`src/rtl/sum_every_n_pkg.sv`:
```
// Shared types and width helpers for the sum_every_n group accumulator.
// Parameter-independent so both the top and the length counter can import it.
package sum_every_n_pkg;

    typedef enum logic {
        SEN_UNSIGNED = 1'b0,
        SEN_SIGNED   = 1'b1
    } sen_mode_e;

    localparam int SEN_DEF_IW   = 8;
    localparam int SEN_DEF_NMAX = 8;

    function automatic int calc_lw(input int nmax);
        return $clog2(nmax + 1);
    endfunction

    // Result width: a group of up to nmax samples can never overflow this.
    function automatic int calc_ow(input int iw, input int nmax);
        return iw + $clog2(nmax);
    endfunction

    function automatic int unsigned clamp_len(input int unsigned len, input int unsigned nmax);
        if ((len == 32'd0) || (len > nmax)) begin
            return nmax;
        end else begin
            return len;
        end
    endfunction

endpackage

```
`src/rtl/sen_len_counter.sv`:
```
// Group-length bookkeeping: clamps and latches the length at group start,
// counts accepted samples and decides when the current group closes.
module sen_len_counter
    import sum_every_n_pkg::*;
#(
    parameter int NMAX = SEN_DEF_NMAX,
    parameter int LW   = calc_lw(NMAX)
) (
    input  logic          clk,
    input  logic          rst,
    input  logic [LW-1:0] len_i,
    input  logic          accept_i,
    input  logic          flush_i,
    output logic [LW-1:0] cnt_o,
    output logic          close_o
);

    logic [LW-1:0] cnt_q;
    logic [LW-1:0] cnt_d;
    logic [LW-1:0] len_q;
    logic [LW-1:0] len_d;
    logic [LW-1:0] len_clamped;
    logic [LW-1:0] len_eff;
    logic [LW-1:0] cnt_n;
    logic          close;

    // Next count, effective length (same-cycle latch when idle) and close decision.
    always_comb begin
        len_clamped = LW'(clamp_len(32'(len_i), 32'(NMAX)));
        if (cnt_q == {LW{1'b0}}) begin
            len_eff = len_clamped;
        end else begin
            len_eff = len_q;
        end

        if (accept_i) begin
            cnt_n = cnt_q + {{(LW-1){1'b0}}, 1'b1};
        end else begin
            cnt_n = cnt_q;
        end

        close = (accept_i && (cnt_n == len_eff)) ||
                (flush_i && ((cnt_q != {LW{1'b0}}) || accept_i));

        if (close) begin
            cnt_d = {LW{1'b0}};
        end else begin
            cnt_d = cnt_n;
        end

        // Length changes while a group is open are deliberately ignored.
        if (accept_i && (cnt_q == {LW{1'b0}})) begin
            len_d = len_eff;
        end else begin
            len_d = len_q;
        end
    end

    // Count and latched-length registers.
    always_ff @(posedge clk) begin
        if (rst) begin
            cnt_q <= {LW{1'b0}};
            len_q <= {LW{1'b0}};
        end else begin
            cnt_q <= cnt_d;
            len_q <= len_d;
        end
    end

    assign cnt_o   = cnt_q;
    assign close_o = close;

endmodule

```
`src/rtl/sum_every_n.sv`:
```
// Streaming group accumulator: sums each run of L valid samples (L runtime
// selectable, flush closes a partial group) and strobes one result per group.
module sum_every_n
    import sum_every_n_pkg::*;
#(
    parameter  int IW     = SEN_DEF_IW,
    parameter  int NMAX   = SEN_DEF_NMAX,
    parameter  int SIGNED = 0,
    localparam int LW     = calc_lw(NMAX),
    localparam int OW     = calc_ow(IW, NMAX)
) (
    input  logic          clk,
    input  logic          rst,
    input  logic [LW-1:0] i_len,
    input  logic          i_dval,
    input  logic [IW-1:0] i,
    input  logic          i_flush,
    output logic          o_dval,
    output logic [OW-1:0] o,
    output logic [LW-1:0] o_cnt,
    output logic          o_busy
);

    localparam sen_mode_e MODE = (SIGNED != 0) ? SEN_SIGNED : SEN_UNSIGNED;

    logic [LW-1:0] cnt;
    logic          close;
    logic [LW-1:0] cnt_n;
    logic [OW-1:0] ext;
    logic [OW-1:0] sum_n;

    logic [OW-1:0] acc_q;
    logic [OW-1:0] acc_d;
    logic          o_dval_q;
    logic          o_dval_d;
    logic [OW-1:0] o_q;
    logic [OW-1:0] o_d;
    logic [LW-1:0] o_cnt_q;
    logic [LW-1:0] o_cnt_d;
    logic          o_busy_q;
    logic          o_busy_d;

    sen_len_counter #(
        .NMAX (NMAX),
        .LW   (LW)
    ) u_len_counter (
        .clk      (clk),
        .rst      (rst),
        .len_i    (i_len),
        .accept_i (i_dval),
        .flush_i  (i_flush),
        .cnt_o    (cnt),
        .close_o  (close)
    );

    // Widen the sample to the result width according to the signedness mode.
    always_comb begin
        case (MODE)
            SEN_SIGNED:   ext = {{(OW-IW){i[IW-1]}}, i};
            SEN_UNSIGNED: ext = {{(OW-IW){1'b0}}, i};
            default:      ext = {OW{1'b0}};
        endcase
    end

    // Accumulate, and on close hand the sum/count to the output registers.
    always_comb begin
        if (i_dval) begin
            sum_n = acc_q + ext;
            cnt_n = cnt + {{(LW-1){1'b0}}, 1'b1};
        end else begin
            sum_n = acc_q;
            cnt_n = cnt;
        end

        o_dval_d = close;
        if (close) begin
            acc_d    = {OW{1'b0}};
            o_d      = sum_n;
            o_cnt_d  = cnt_n;
            o_busy_d = 1'b0;
        end else begin
            acc_d    = sum_n;
            o_d      = o_q;
            o_cnt_d  = o_cnt_q;
            o_busy_d = (cnt_n != {LW{1'b0}});
        end
    end

    // Accumulator and registered outputs; reset discards any partial group.
    always_ff @(posedge clk) begin
        if (rst) begin
            acc_q    <= {OW{1'b0}};
            o_dval_q <= 1'b0;
            o_q      <= {OW{1'b0}};
            o_cnt_q  <= {LW{1'b0}};
            o_busy_q <= 1'b0;
        end else begin
            acc_q    <= acc_d;
            o_dval_q <= o_dval_d;
            o_q      <= o_d;
            o_cnt_q  <= o_cnt_d;
            o_busy_q <= o_busy_d;
        end
    end

    assign o_dval = o_dval_q;
    assign o      = o_q;
    assign o_cnt  = o_cnt_q;
    assign o_busy = o_busy_q;

endmodule

```
`config.mk`:
```
export PLATFORM = sky130hd
export DESIGN_NAME = sum_every_n
export DESIGN_NICKNAME = d
export VERILOG_FILES = /design/src/rtl/sum_every_n_pkg.sv /design/src/rtl/sen_len_counter.sv /design/src/rtl/sum_every_n.sv
export SDC_FILE = /design/constraint.sdc
export NUM_CORES = 1
export LEC_CHECK = 0
export ABC_AREA = 1
export BUFFER_PORTS_ARGS = -buffer_cell sky130_fd_sc_hd__buf_2
export CAP_MARGIN = 20
export CORE_MARGIN = 2
export CORE_UTILIZATION = 63
export CTS_BUF_LIST = sky130_fd_sc_hd__clkbuf_2 sky130_fd_sc_hd__clkbuf_4 sky130_fd_sc_hd__clkbuf_8
export DETAILED_ROUTE_END_ITERATION = 8
export PLACE_DENSITY = 0.88
export SLEW_MARGIN = 30
export SYNTH_ARGS = -nofsm -noshare
export SYNTH_HDL_FRONTEND = slang
export SYNTH_HIERARCHICAL = 1
export SYNTH_SLANG_ARGS = --single-unit
export TNS_END_PERCENT = 30
```
`constraint.sdc`:
```
create_clock -name clk -period 5.19 [get_ports clk]
set_clock_uncertainty 0.2 [all_clocks]
set_input_delay 0.2595 -clock clk [delete_from_list [all_inputs] [get_ports clk]]
set_output_delay 0.2595 -clock clk [all_outputs]
set_load 0.02 [all_outputs]
```
## Word-level counts from Yosys, hierarchy flattened

Cells that the tools add are included.

- Register bits: 36
- Latch bits: 0
- RAM bits: 0
- ROM bits: 0
- Input bits: 16
- Word-level logic and storage cells: 26
- Memories kept: 0

- Add/subtract/negate cells: 2
- $mul: 0
- Divide/modulo/power cells: 0
- Order comparisons: 1
- Eq/ne operators: 1
- Shift-type cells: 0
- Mux-type cells: 4
- Bitwise operators: 0
- Reduce and logical (&&, ||, !) cells: 11

Operator list:

| operator | number |
|---|---|
| 4-bit two-way mux | 3 |
| 11-bit by 8-bit adder with 11-bit output | 1 |
| 11-bit two-way mux | 1 |
| 4-bit zero test | 2 |
| 4-bit nonzero test | 2 |
| 4-bit by 1-bit adder with 4-bit output (second input constant) | 1 |
| 4-bit equality test | 1 |
| 4-bit greater-than comparator (second input constant) | 1 |
| 1-bit logical AND | 3 |
| 1-bit logical OR | 3 |
| 2-bit OR reduction | 1 |

## Depth between registers and ports, before layout

Gate-level depths: netlist of run 1.

- Word-level depth: 8
- Depth in mapped cells: 15

## Modules after synthesis

Netlist of run 1, hierarchy kept.

Modules (own cells, without submodules):

| module | instances | cells an instance | area each (µm²) | seq. area each (µm²) |
|---|---|---|---|---|
| sum_every_n | 1 | 205 | 1491.4 | 560.5 |
| sen_len_counter | 1 | 88 | 545.5 | 160.2 |

## Least setup slack after synthesis of run 1

Ideal clock, no wire load.

- Path kind: register to register
- Start: register u_len_counter.cnt_q[0] (netlist: u_len_counter/cnt_o[0])
- End: register acc_q[0]
- Setup time: 129 ps
- Data arrival time: 1862 ps
- Required time: 4861 ps
- Slack: 3000 ps
- Stages on the path, launching flop included: 14
- Clock period less this slack: 2190 ps
- Cell sequence: dfxtp_1 inv_1 ha_1 nand2_1 o21ai_0 nand3_1 nand2_1 nor2_1 nand3_2 nand2_1 nor2_2 inv_1 clkbuf_1 nor2_1

- Word-level cells in the longest chain between the ends: 6
- Elaborated cells between the ends (all ways): 11
- Those cells by class: add/sub: 1; eq/ne: 1; mux: 2; reduce/logical: 7

RTL lines:

| item | RTL line | text |
|---|---|---|
| from (decl) | sen_len_counter.sv:18 | `logic [LW-1:0] cnt_q;` |
| from (signal assigned) | sen_len_counter.sv:62 | `cnt_q <= {LW{1'b0}};` |
| from (signal assigned) | sen_len_counter.sv:65 | `cnt_q <= cnt_d;` |
| 4-bit by 1-bit adder with 4-bit output or 4-bit zero test (tied branches) | sen_len_counter.sv:37, sen_len_counter.sv:30 |  |
| 4-bit two-way mux, on equally long branches | sen_len_counter.sv:36, sen_len_counter.sv:30 |  |
| 4-bit equality test | sen_len_counter.sv:42 | `close = (accept_i && (cnt_n == len_eff)) \|\|` |
| 1-bit logical AND | sen_len_counter.sv:42 |  |
| 1-bit logical OR * | sen_len_counter.sv:42 |  |
| named net close | sum_every_n.sv:27 | `logic close;` |
| 2-bit OR reduction (no source line) * | - |  |
| to (signal assigned) | sum_every_n.sv:92 | `acc_q <= {OW{1'b0}};` |
| to (decl) | sum_every_n.sv:32 | `logic [OW-1:0] acc_q;` |

Mark *: on every way through the listed nets, which the timed path passes. The rest lies on a longest branch.
A chain may end at the register's enable or synchronous reset.

## Worst setup path after layout of run 1

- Start: register u_len_counter.cnt_q[0] (netlist: u_len_counter/cnt_o[0])
- End: register o_q[1] (netlist: o[1])

- Word-level cells in the longest chain between the ends: 5
- Elaborated cells between the ends (all ways): 10
- Those cells by class: add/sub: 1; eq/ne: 1; mux: 2; reduce/logical: 6

RTL lines:

| item | RTL line | text |
|---|---|---|
| 4-bit by 1-bit adder with 4-bit output or 4-bit zero test (tied branches) | sen_len_counter.sv:37, sen_len_counter.sv:30 |  |
| 4-bit two-way mux, on equally long branches | sen_len_counter.sv:36, sen_len_counter.sv:30 |  |
| 4-bit equality test | sen_len_counter.sv:42 |  |
| 1-bit logical AND | sen_len_counter.sv:42 |  |
| 1-bit logical OR * | sen_len_counter.sv:42 |  |
| named net close | sum_every_n.sv:27 |  |
| to (signal assigned) | sum_every_n.sv:94 | `o_q <= {OW{1'b0}};` |
| to (decl) | sum_every_n.sv:36 | `logic [OW-1:0] o_q;` |

Marks and branches as above.

==> results of run 1 <==
[what timing repair did]
item	4_1_cts	5_1_grt
hold endpoints to repair	1	0
endpoints found under the setup margin	0	0
hold buffers	1	0
[layer usage]
| metal | GRT usage [%] | vias up | part of all wire, % |
|---|---|---|---|
| met1 | 31.7 | 798 | 50 |
| met3 | 6.40 | 2 | 4.4 |
| met5 | 0 | - | 0 |
| met2 | 39.9 | 49 | 45 |
| li1 | - | 1005 | - |
| met4 | 7.45 | 0 | 0.46 |
[layout by cell type, fill, tap and decap left out, types with 2 or more instances in the layout]
master / count
nand2_1: 90
inv_1: 38
dfxtp_1: 36
buf_2: 32
nor2_1: 27
nand3_1: 23
o21ai_0: 16
ha_1: 11
clkbuf_4: 7
a21oi_1: 6
nor2_2: 4
nand4_1: 4
or2_2: 4
a22o_1: 3
nand2_2: 3
xor2_1: 2
nand2_4: 2
xnor2_1: 2
nor2_4: 2
nand3_2: 2
[stage by stage]
stage	total power, mW	utilization [%]	hold WS [ns]	instance area (um2)	setup slack, ns
after floorplan	0.424	-	0.129	2040	3.00
after global placement	0.458	72.7	0.236	2220	2.23
after detailed placement	0.461	72.7	0.241	2220	2.16
after CTS	0.626	75.2	0.0136	2300	2.11
after global routing	0.660	75.2	0.0428	2300	1.82
final	0.622	75.2	0.0312	2300	2.10
[logic make-up after synthesis]
| kind of cell | Yosys count | synth area share, % |
|---|---|---|
| adders and majority gates | 12 | 7.74 |
| buffers and inverters | 44 | 8.78 |
| xor gates and xnor gates | 4 | 1.72 |
| muxes | 1 | 0.491 |
| DFF | 36 | 35.4 |
| and+or+nand+nor | 166 | 37.0 |
| AOI/OAI and AO/OA | 30 | 8.85 |
[sequential cells by signal, summed over array words and instances, names as in the netlist]
name / count
acc_q: 11
o: 11
o_cnt: 4
u_len_counter/cnt_o: 4
u_len_counter/len_q: 4
o_busy: 1
o_dval: 1
[power by group]
| group | total, mW | switching, mW | internal, mW |
|---|---|---|---|
| sequential | 0.306 | 0.0112 | 0.295 |
| clock | 0.164 | 0.0871 | 0.0773 |
| combinational | 0.152 | 0.0993 | 0.0526 |
| total | 0.622 | 0.198 | 0.425 |
[area by class of cell]
type	count	area (um2)
clock buffers	8	66.3
fillers	260	757
inverters	39	146
multi-input cells	213	1140
flip-flops and latches	36	721
well taps	44	55.1
repair buffers	33	170
[worst max-delay path, delay by kind of cell, from the launching register on]
kind / cells / cell delay (ns)
flip-flops: 1 / 0.47
AO/OA/AOI/OAI: 2 / 0.42
buffers and inverters: 3 / 0.40
adder cells (fa/ha/maj): 1 / 0.31
AND/OR/NAND/NOR: 7 / 1.22
[final timing paths]
check,endpoint,depth (start not counted),from
worst min register to register,o[5],2,o[5]
worst max-delay path,o[1],13,u_len_counter/cnt_o[0]
worst max register to register,o[1],13,u_len_counter/cnt_o[0]
worst min-delay path,u_len_counter/len_q[3],4,i_len[1]
==> flow_summary.json, run 1 <==
{
  "route.detailed.wl_per_inst_um": 11.0,
  "buffer_ports.inserted": 32,
  "avgViaCountPerCell": 4.97,
  "cts-buffers-inserted": 5,
  "critical_path.startpoint_type": "flop",
  "io_pins": 33,
  "slew_viol_final": 0,
  "routed_wl_um": 4120,
  "type_of_destination_of_the_critical_path": "flop",
  "clk-insertion-delay-late_ns": 0.33,
  "diode_count": 0,
  "critPathRequiredTime_ns": 5.24,
  "syn-mean-instance-area_um2": 6.95,
  "status": "complete, no violations",
  "clk_pin_slew_worst_paths_ns": 0.10,
  "hp-class": "input pin to flop",
  "cts.sinks": 36,
  "cts_root_buffer": "clkbuf_4",
  "die_w_um": 60.9,
  "synth.distinct_cells": 35,
  "gp_routability_congestion": 0.871,
  "synth.top_cells.by_area": "dfxtp_1 35%, nand2_1 17%, inv_1 7.0%",
  "timing.critical_path.fanout_max": 12,
  "grt_pass1_vias": 1630,
  "start_util_pct": 66.7,
  "drt_iter0_markers": 89,
  "route.detailed.drc": 0,
  "global_route_wire_length_before_repair_um": 6750,
  "post-dp-hpwl_um": 3100,
  "timing.critical_path.arrival_ns": 3.14,
  "largest_net_degree_at_the_start_of_global_routing": 33,
  "synth.top_cells.by_count": "90 x nand2_1, 38 x inv_1, 36 x dfxtp_1",
  "place.detailed.instances": 364,
  "fin_tns_setup_ns": 0,
  "core-area_mm2": 0.00305,
  "rsz0062_at_grt": "no",
  "postSynthNetCount": 321,
  "reg2reg_setup_slack_ns": 2.10,
  "gr-total-overflow": 0,
  "p_leak_nw": 1.21,
  "power_density_mw_per_mm2": 271,
  "drtPass1Iterations": 4,
  "crit_slowest_cell": "nor2_1",
  "syn_area_mm2": 0.00204,
  "period_share_pct": 59.6,
  "area_delta_synth_final_pct": 12.7,
  "synth_ff_type": "dfxtp_1",
  "asyncSetResetFlopFracSynth_pct": 0,
  "maximum_vdd_drop_mv": 0.243,
  "yosys.cell_count.top_type": "nand2_1",
  "detailroute.via_count": 1854,
  "yosysWarnings": 6,
  "die-height_um": 60.9,
  "crit_path_cell_trace": "inv_1 -> ha_1 -> nand2_1 -> o21ai_0 -> nand3_1 -> nand2_1 -> nor2_1 -> nand3_2 -> nand2_1 -> inv_1 -> nor2_1 -> inv_1 -> o21ai_0",
  "htree_num_levels": 2,
  "cts-root-to-sink-buffers": 2,
  "synth.largest_area_cell": "dfxtp_1",
  "max_freq_mhz": 323,
  "tightest_slew_ns": 0.793,
  "maxCapViolCount": 0,
  "proportion_of_netlist_area_held_by_the_largest_area_contributor_pct": 35.4,
  "yosysSeqAreaShare_pct": 35.4,
  "hold_viol": 0,
  "stdcell_count": 373,
  "final_net_count": 356,
  "floorplan.rows": 20,
  "die_area_mm2": 0.00370,
  "synth_cells": 293,
  "detail-route-antenna-nets": 0,
  "antenna_found_initial": 0,
  "timing.setup.critical_path_class": "flop to flop",
  "critPathMaxStageDelay_ns": 0.60,
  "final.min_clock_period_ns": 3.09,
  "worst_slew_margin_rel_pct": 46.9,
  "cts-resized-gates": 0,
  "cts_tree": "yes",
  "post-cts-setup-buffer-count": 0,
  "total_setup_violations_reported_at_the_end_of_the_flow": 0,
  "synth.ff_latch_count": 36,
  "final_layout_size_suffix_gt1_share_pct": 18.5,
  "track_usage_pct": 24.4,
  "synth_enable_flop_cells": 0
}
(Power assumes the default switching activity.)
==> inputs of run 2 (changes only) <==
CORE_UTILIZATION = 53   (was 63)
PLACE_DENSITY = 0.79   (was 0.88)
clock period = 2.6 ns   (was 5.19 ns; I/O delays follow)
==> run 2 against run 1 <==
Against the previous run:
- non-clock buffer count up 10
- clock power rose to 3.0 times the previous value
- sequential share of layout area down 1.8 points
- count of clock-buffer cells in the layout shrank 2
- sequential cell count unchanged
- setup slack worse by 1.8 ns
- critical endpoint is now o[5]
- highest routed layer unchanged
==> flow_summary.json, run 2 (synthesis results as in run 1) <==
{
  "status": "complete, no violations",
  "crit_slowest_cell": "dfxtp_2",
  "timing.critical_path.max_delay_family": "simple AND/OR/NAND/NOR gates",
  "floorplan.rows": 22,
  "timing.setup.critical_path_class": "flop to flop",
  "io_pins": 33,
  "route.detailed.drc": 0,
  "power.total_mw": 1.43,
  "rsz0062_at_grt": "no",
  "power_switching_uw": 424,
  "final_cell_area_mm2": 0.00244,
  "detailroute.via_count": 1941,
  "critical_path.startpoint_type": "flop",
  "timing.critical_path.fanout_max": 11,
  "timing.critical_path.arrival_ns": 2.38,
  "area_delta_synth_final_pct": 19.7,
  "final_layout_size_suffix_gt1_share_pct": 20.1,
  "drtPass1Iterations": 4,
  "worst_r2r_endpoint": "o[5]",
  "clk_pin_slew_worst_paths_ns": 0.08,
  "maxCapViolCount": 0,
  "post-dp-hpwl_um": 3340,
  "clock_power_share_pct": 34.4,
  "worst_slew_margin_rel_pct": 70.3,
  "htree_num_levels": 2,
  "worst_hold_path_endpoint": "acc_q[0]",
  "cts-root-to-sink-buffers": 2,
  "power_density_mw_per_mm2": 586,
  "power_frac_seq_pct": 42.7,
  "die_w_um": 66.0,
  "avgViaCountPerCell": 5.02,
  "cts-buffers-inserted": 5,
  "total_setup_violations_reported_at_the_end_of_the_flow": 0,
  "clk-insertion-delay-late_ns": 0.29,
  "hold_viol": 0,
  "length_in_cells_of_the_worst_reg_to_reg_path": 14,
  "period_share_pct": 90.5,
  "combPwrFrac_pct": 22.9,
  "die-height_um": 66.0,
  "hold_path_depth": 4,
  "hp-class": "input pin to flop",
  "core-area_mm2": 0.00369,
  "route.detailed.wl_per_inst_um": 11.7,
  "track_usage_pct": 23.0,
  "reg2reg_setup_slack_ns": 0.25,
  "global_route_wire_length_before_repair_um": 7780,
  "layout.cells.most_common": "nand2_1",
  "detail-route-antenna-nets": 0,
  "max_freq_mhz": 425,
  "highest_count_cells_in_the_layout_ignoring_fill_and_taps": "90 x nand2_1, 38 x inv_1, 35 x dfxtp_1",
  "start_util_pct": 55.2,
  "routed_wl_um": 4510,
  "critPathRequiredTime_ns": 2.63,
  "crit_path_cell_trace": "inv_1 -> ha_1 -> nand2_1 -> o21ai_0 -> nand3_1 -> nand2_1 -> nor2_1 -> nand3_2 -> nand2_1 -> inv_1 -> nor2_1 -> buf_4 -> o211ai_1 -> nand2_1",
  "die_area_mm2": 0.00436,
  "p_leak_nw": 1.28,
  "type_of_destination_of_the_critical_path": "flop",
  "tightest_slew_ns": 0.443,
  "critPathMaxStageDelay_ns": 0.38,
  "timing.critical_path.mode_cell": "nand2_1",
  "gr-total-overflow": 0,
  "ff_to_ff_start": "u_len_counter/cnt_o[1]",
  "cts_root_buffer": "clkbuf_8",
  "cts.sinks": 36,
  "fin_tns_setup_ns": 0,
  "gp_routability_congestion": 0.862,
  "hold_path_startpoint": "i[0]",
  "largest_net_degree_at_the_start_of_global_routing": 23,
  "diode_count": 0,
  "buffer_ports.inserted": 32,
  "maximum_vdd_drop_mv": 0.455,
  "drt_iter0_markers": 109,
  "number_of_buffers_and_inverters_on_the_critical_path": 3,
  "cts_tree": "yes",
  "post_dp_cell_area_mm2": 0.00225,
  "slew_viol_final": 0,
  "antenna_found_initial": 0,
  "grt_pass1_vias": 1826,
  "final.min_clock_period_ns": 2.35,
  "final_net_count": 366,
  "power.internal_mw": 1.00,
  "sw_frac_of_total_pct": 29.7
}
-- run 2: how the worst max path moves through the flow --
stage                           start  endpoint  slack (ns)  cells after the start
2_1_floorplan  u_len_counter/cnt_o[0]  acc_q[0]        0.41                     13
3_3_place_gp   u_len_counter/cnt_o[1]  acc_q[1]        0.02                     12
3_5_place_dp   u_len_counter/cnt_o[1]    o_busy       -0.12                     13
4_1_cts        u_len_counter/cnt_o[1]    o_busy        0.11                     13
5_1_grt        u_len_counter/cnt_o[1]      o[5]        0.06                     14
6_report       u_len_counter/cnt_o[1]      o[5]        0.25                     14
-- run 2: through the flow --
| step | std cells | setup slack (ns) | hold WS (ns) | util (%) |
|---|---|---|---|---|
| after floorplan | 293 | 0.410 | -0.000934 | - |
| after global placement | 371 | 0.0189 | 0.152 | 60.9 |
| after detailed placement | 371 | -0.119 | 0.153 | 60.9 |
| after CTS | 384 | 0.106 | 0.0451 | 65.4 |
| after global routing | 387 | 0.0629 | 0.0627 | 66.1 |
| final | 387 | 0.248 | 0.0464 | 66.1 |
-- run 2: timing repair --
action | in CTS | in global routing
gates cloned | 0 | 0
setup buffers | 0 | 3
hold buffers | 5 | 0
pin swaps | 0 | 1
gates resized for setup | 1 | 1
setup endpoints to repair | 12 | 13
endpoints found under the hold margin | 3 | 0
-- run 2: layout make-up --
type	instances	area (um2)
fill	339	1250
sequential	36	722
multi-input combinational	213	1140
tap	48	60.1
clock buffer	6	76.3
inverter	39	146
clock inverter	2	35.0
timing repair buffer	43	255
-- run 2: per-layer routing --
metal  up-vias  track usage, %  part of all wire [%]
li1       1022               -                     -
met5         -               0                     0
met2        55            40.5                    48
met1       860            27.8                    46
met3         4            5.11                   5.5
met4         0            7.40                  0.55
-- run 2: worst register-to-register path, cell delays in order, from the launching register on --
cell and delay (ns):
dfxtp_2 0.38, inv_1 0.07, ha_1 0.27, nand2_1 0.06
o21ai_0 0.13, nand3_1 0.12, nand2_1 0.05, nor2_1 0.16
nand3_2 0.12, nand2_1 0.14, inv_1 0.06, nor2_1 0.13
buf_4 0.21, o211ai_1 0.13, nand2_1 0.07
-- run 2: power groups by stage --
stage | clock network (mW) | registers (mW) | logic, mW
2_1_floorplan | 0 | 0.641 | 0.206
3_3_place_gp | 0 | 0.621 | 0.299
3_5_place_dp | 0 | 0.622 | 0.306
4_1_cts | 0.501 | 0.610 | 0.317
5_1_grt | 0.528 | 0.613 | 0.371
6_report | 0.492 | 0.610 | 0.327
==> inputs of run 3 (changes only) <==
CORE_ASPECT_RATIO = 1.1   (was default)
==> run 3 against run 2 <==
Against the previous run:
- via count decreased by 1.1%
- clock power shrank 14%
- setup slack better by 0.033 ns
- highest routed layer unchanged
==> flow_summary.json, run 3 (synthesis results as in run 1) <==
{
  "status": "complete, no violations",
  "cts_root_buffer": "clkbuf_8",
  "buffer_ports.inserted": 32,
  "global_route_wire_length_before_repair_um": 7190,
  "p_leak_nw": 1.26,
  "avgViaCountPerCell": 4.93,
  "start_util_pct": 55.7,
  "final_layout_size_suffix_gt1_share_pct": 19.8,
  "core-area_mm2": 0.00365,
  "route.detailed.drc": 0,
  "slew_viol_final": 0,
  "clk_pin_slew_worst_paths_ns": 0.07,
  "stdcell_count": 389,
  "hold_path_startpoint": "i[0]",
  "cts-root-to-sink-buffers": 2,
  "gr-total-overflow": 0,
  "maxCapViolCount": 0,
  "type_of_destination_of_the_critical_path": "flop",
  "post-dp-hpwl_um": 3200,
  "track_usage_pct": 20.2,
  "clk-insertion-delay-late_ns": 0.29,
  "timing.critical_path.max_delay_family": "simple AND/OR/NAND/NOR gates",
  "timing.setup.critical_path_class": "flop to flop",
  "htree_num_levels": 2,
  "timing.critical_path.arrival_ns": 2.31,
  "drt_iter0_markers": 91,
  "period_share_pct": 89.2,
  "cts-buffers-inserted": 5,
  "area_delta_synth_final_pct": 19.0,
  "gp_routability_congestion": 0.916,
  "crit_slowest_cell": "dfxtp_1",
  "cts.sinks": 36,
  "hold_viol": 0,
  "final.min_clock_period_ns": 2.32,
  "crit_path_cell_trace": "inv_1 -> ha_1 -> nand2_1 -> o21ai_0 -> nand3_1 -> nand2_1 -> nor2_1 -> nand3_2 -> nand2_1 -> inv_1 -> nor2_1 -> inv_1 -> o21ai_0",
  "num-fill-cells": 332,
  "route.detailed.wl_per_inst_um": 10.8,
  "power_switching_uw": 420,
  "die_area_mm2": 0.00436,
  "critical_path.startpoint_type": "flop",
  "tightest_slew_ns": 0.402,
  "io_pins": 33,
  "max_freq_mhz": 431,
  "critPathRequiredTime_ns": 2.60,
  "grt_pass1_vias": 1802,
  "rsz0062_at_grt": "no",
  "layout.cells.most_common": "nand2_1",
  "detailroute.via_count": 1919,
  "clock_power_share_pct": 31.3,
  "cts_tree": "yes",
  "finalCoreUtilization_pct": 66.3,
  "routed_wl_um": 4190,
  "ff_to_ff_start": "u_len_counter/cnt_o[1]",
  "detail-route-antenna-nets": 0,
  "timing.critical_path.fanout_max": 6,
  "die_w_um": 63.1,
  "power_density_mw_per_mm2": 559,
  "hp-class": "input pin to flop",
  "critical_path.startpoint": "u_len_counter/cnt_o[1]",
  "highest_count_cells_in_the_layout_ignoring_fill_and_taps": "90 x nand2_1, 38 x inv_1, 36 x dfxtp_1",
  "total_setup_violations_reported_at_the_end_of_the_flow": 0,
  "die-height_um": 69.0,
  "floorplan.rows": 23,
  "place.detailed.instances": 373,
  "largest_net_degree_at_the_start_of_global_routing": 19,
  "combPwrFrac_pct": 23.8,
  "sw_frac_of_total_pct": 31.0,
  "final_net_count": 366,
  "power.internal_uw": 934,
  "power_frac_seq_pct": 44.9,
  "critPathMaxStageDelay_ns": 0.41,
  "worst_slew_margin_rel_pct": 73.1,
  "diode_count": 0,
  "number_of_buffers_and_inverters_on_the_critical_path": 3,
  "power.total_mw": 1.35,
  "drtPass1Iterations": 6,
  "maximum_vdd_drop_mv": 0.413,
  "antenna_found_initial": 0
}
==> run 3: metrics by stage <==
| step | setup WS [ns] | hold slack, ns | area (um2) | TNS [ns] |
|---|---|---|---|---|
| after floorplan | 0.410 | -0.000934 | 2040 | 0 |
| after global placement | -0.0424 | 0.161 | 2250 | -0.132 |
| after detailed placement | -0.140 | 0.162 | 2250 | -1.26 |
| after CTS | 0.107 | 0.0572 | 2400 | 0 |
| after global routing | 0.0394 | 0.0685 | 2420 | 0 |
| final | 0.280 | 0.0584 | 2420 | 0 |
==> run 3: layout make-up <==
class	count	area, um2	area share [%]
tap	50	62.6	2.58
sequential	36	721	29.7
timing repair buffer	43	255	10.5
multi-input combinational	213	1140	47.1
clock buffer	7	90.1	3.72
clock inverter	1	7.51	0.310
inverter	39	146	6.04
==> run 3: final timing paths <==
path | to | slack, ns | cells after the start
max | o[2] | 0.28 | 13
min | acc_q[0] | 0.06 | 4
max reg2reg | o[2] | 0.28 | 13
min reg2reg | o[8] | 0.25 | 2
==> run 3: power by group through the flow <==
stage	clock, mW	sequential (mW)	combinational, mW
CTS	0.425	0.609	0.315
floorplan	0	0.641	0.206
detailed placement	0	0.621	0.306
global route	0.450	0.612	0.365
global placement	0	0.621	0.302
finish	0.424	0.609	0.322
==> run 3: timing repair <==
action,in CTS,in global routing
hold endpoints to repair,3,0
setup buffers,0,3
hold buffers,5,0
resized for setup,1,0
pin swaps,0,1
setup endpoints to repair,12,12
cloned,0,0
==> run 3: metal layers <==
metal	up-vias	track usage (%)	share of wire, %	wire length [um]
met4	0	6.91	1.4	58
met1	851	23.6	46	1920
met2	43	35.8	48	2030
met3	9	4.89	4.5	188
met5	-	0	0	0
li1	1016	-	-	-
==> run 3: tightest hold or removal path: stages <==
cell,delay [ns]
buf_2,0.08
ha_1,0.12
mux2i_1,0.08
nor2_1,0.10
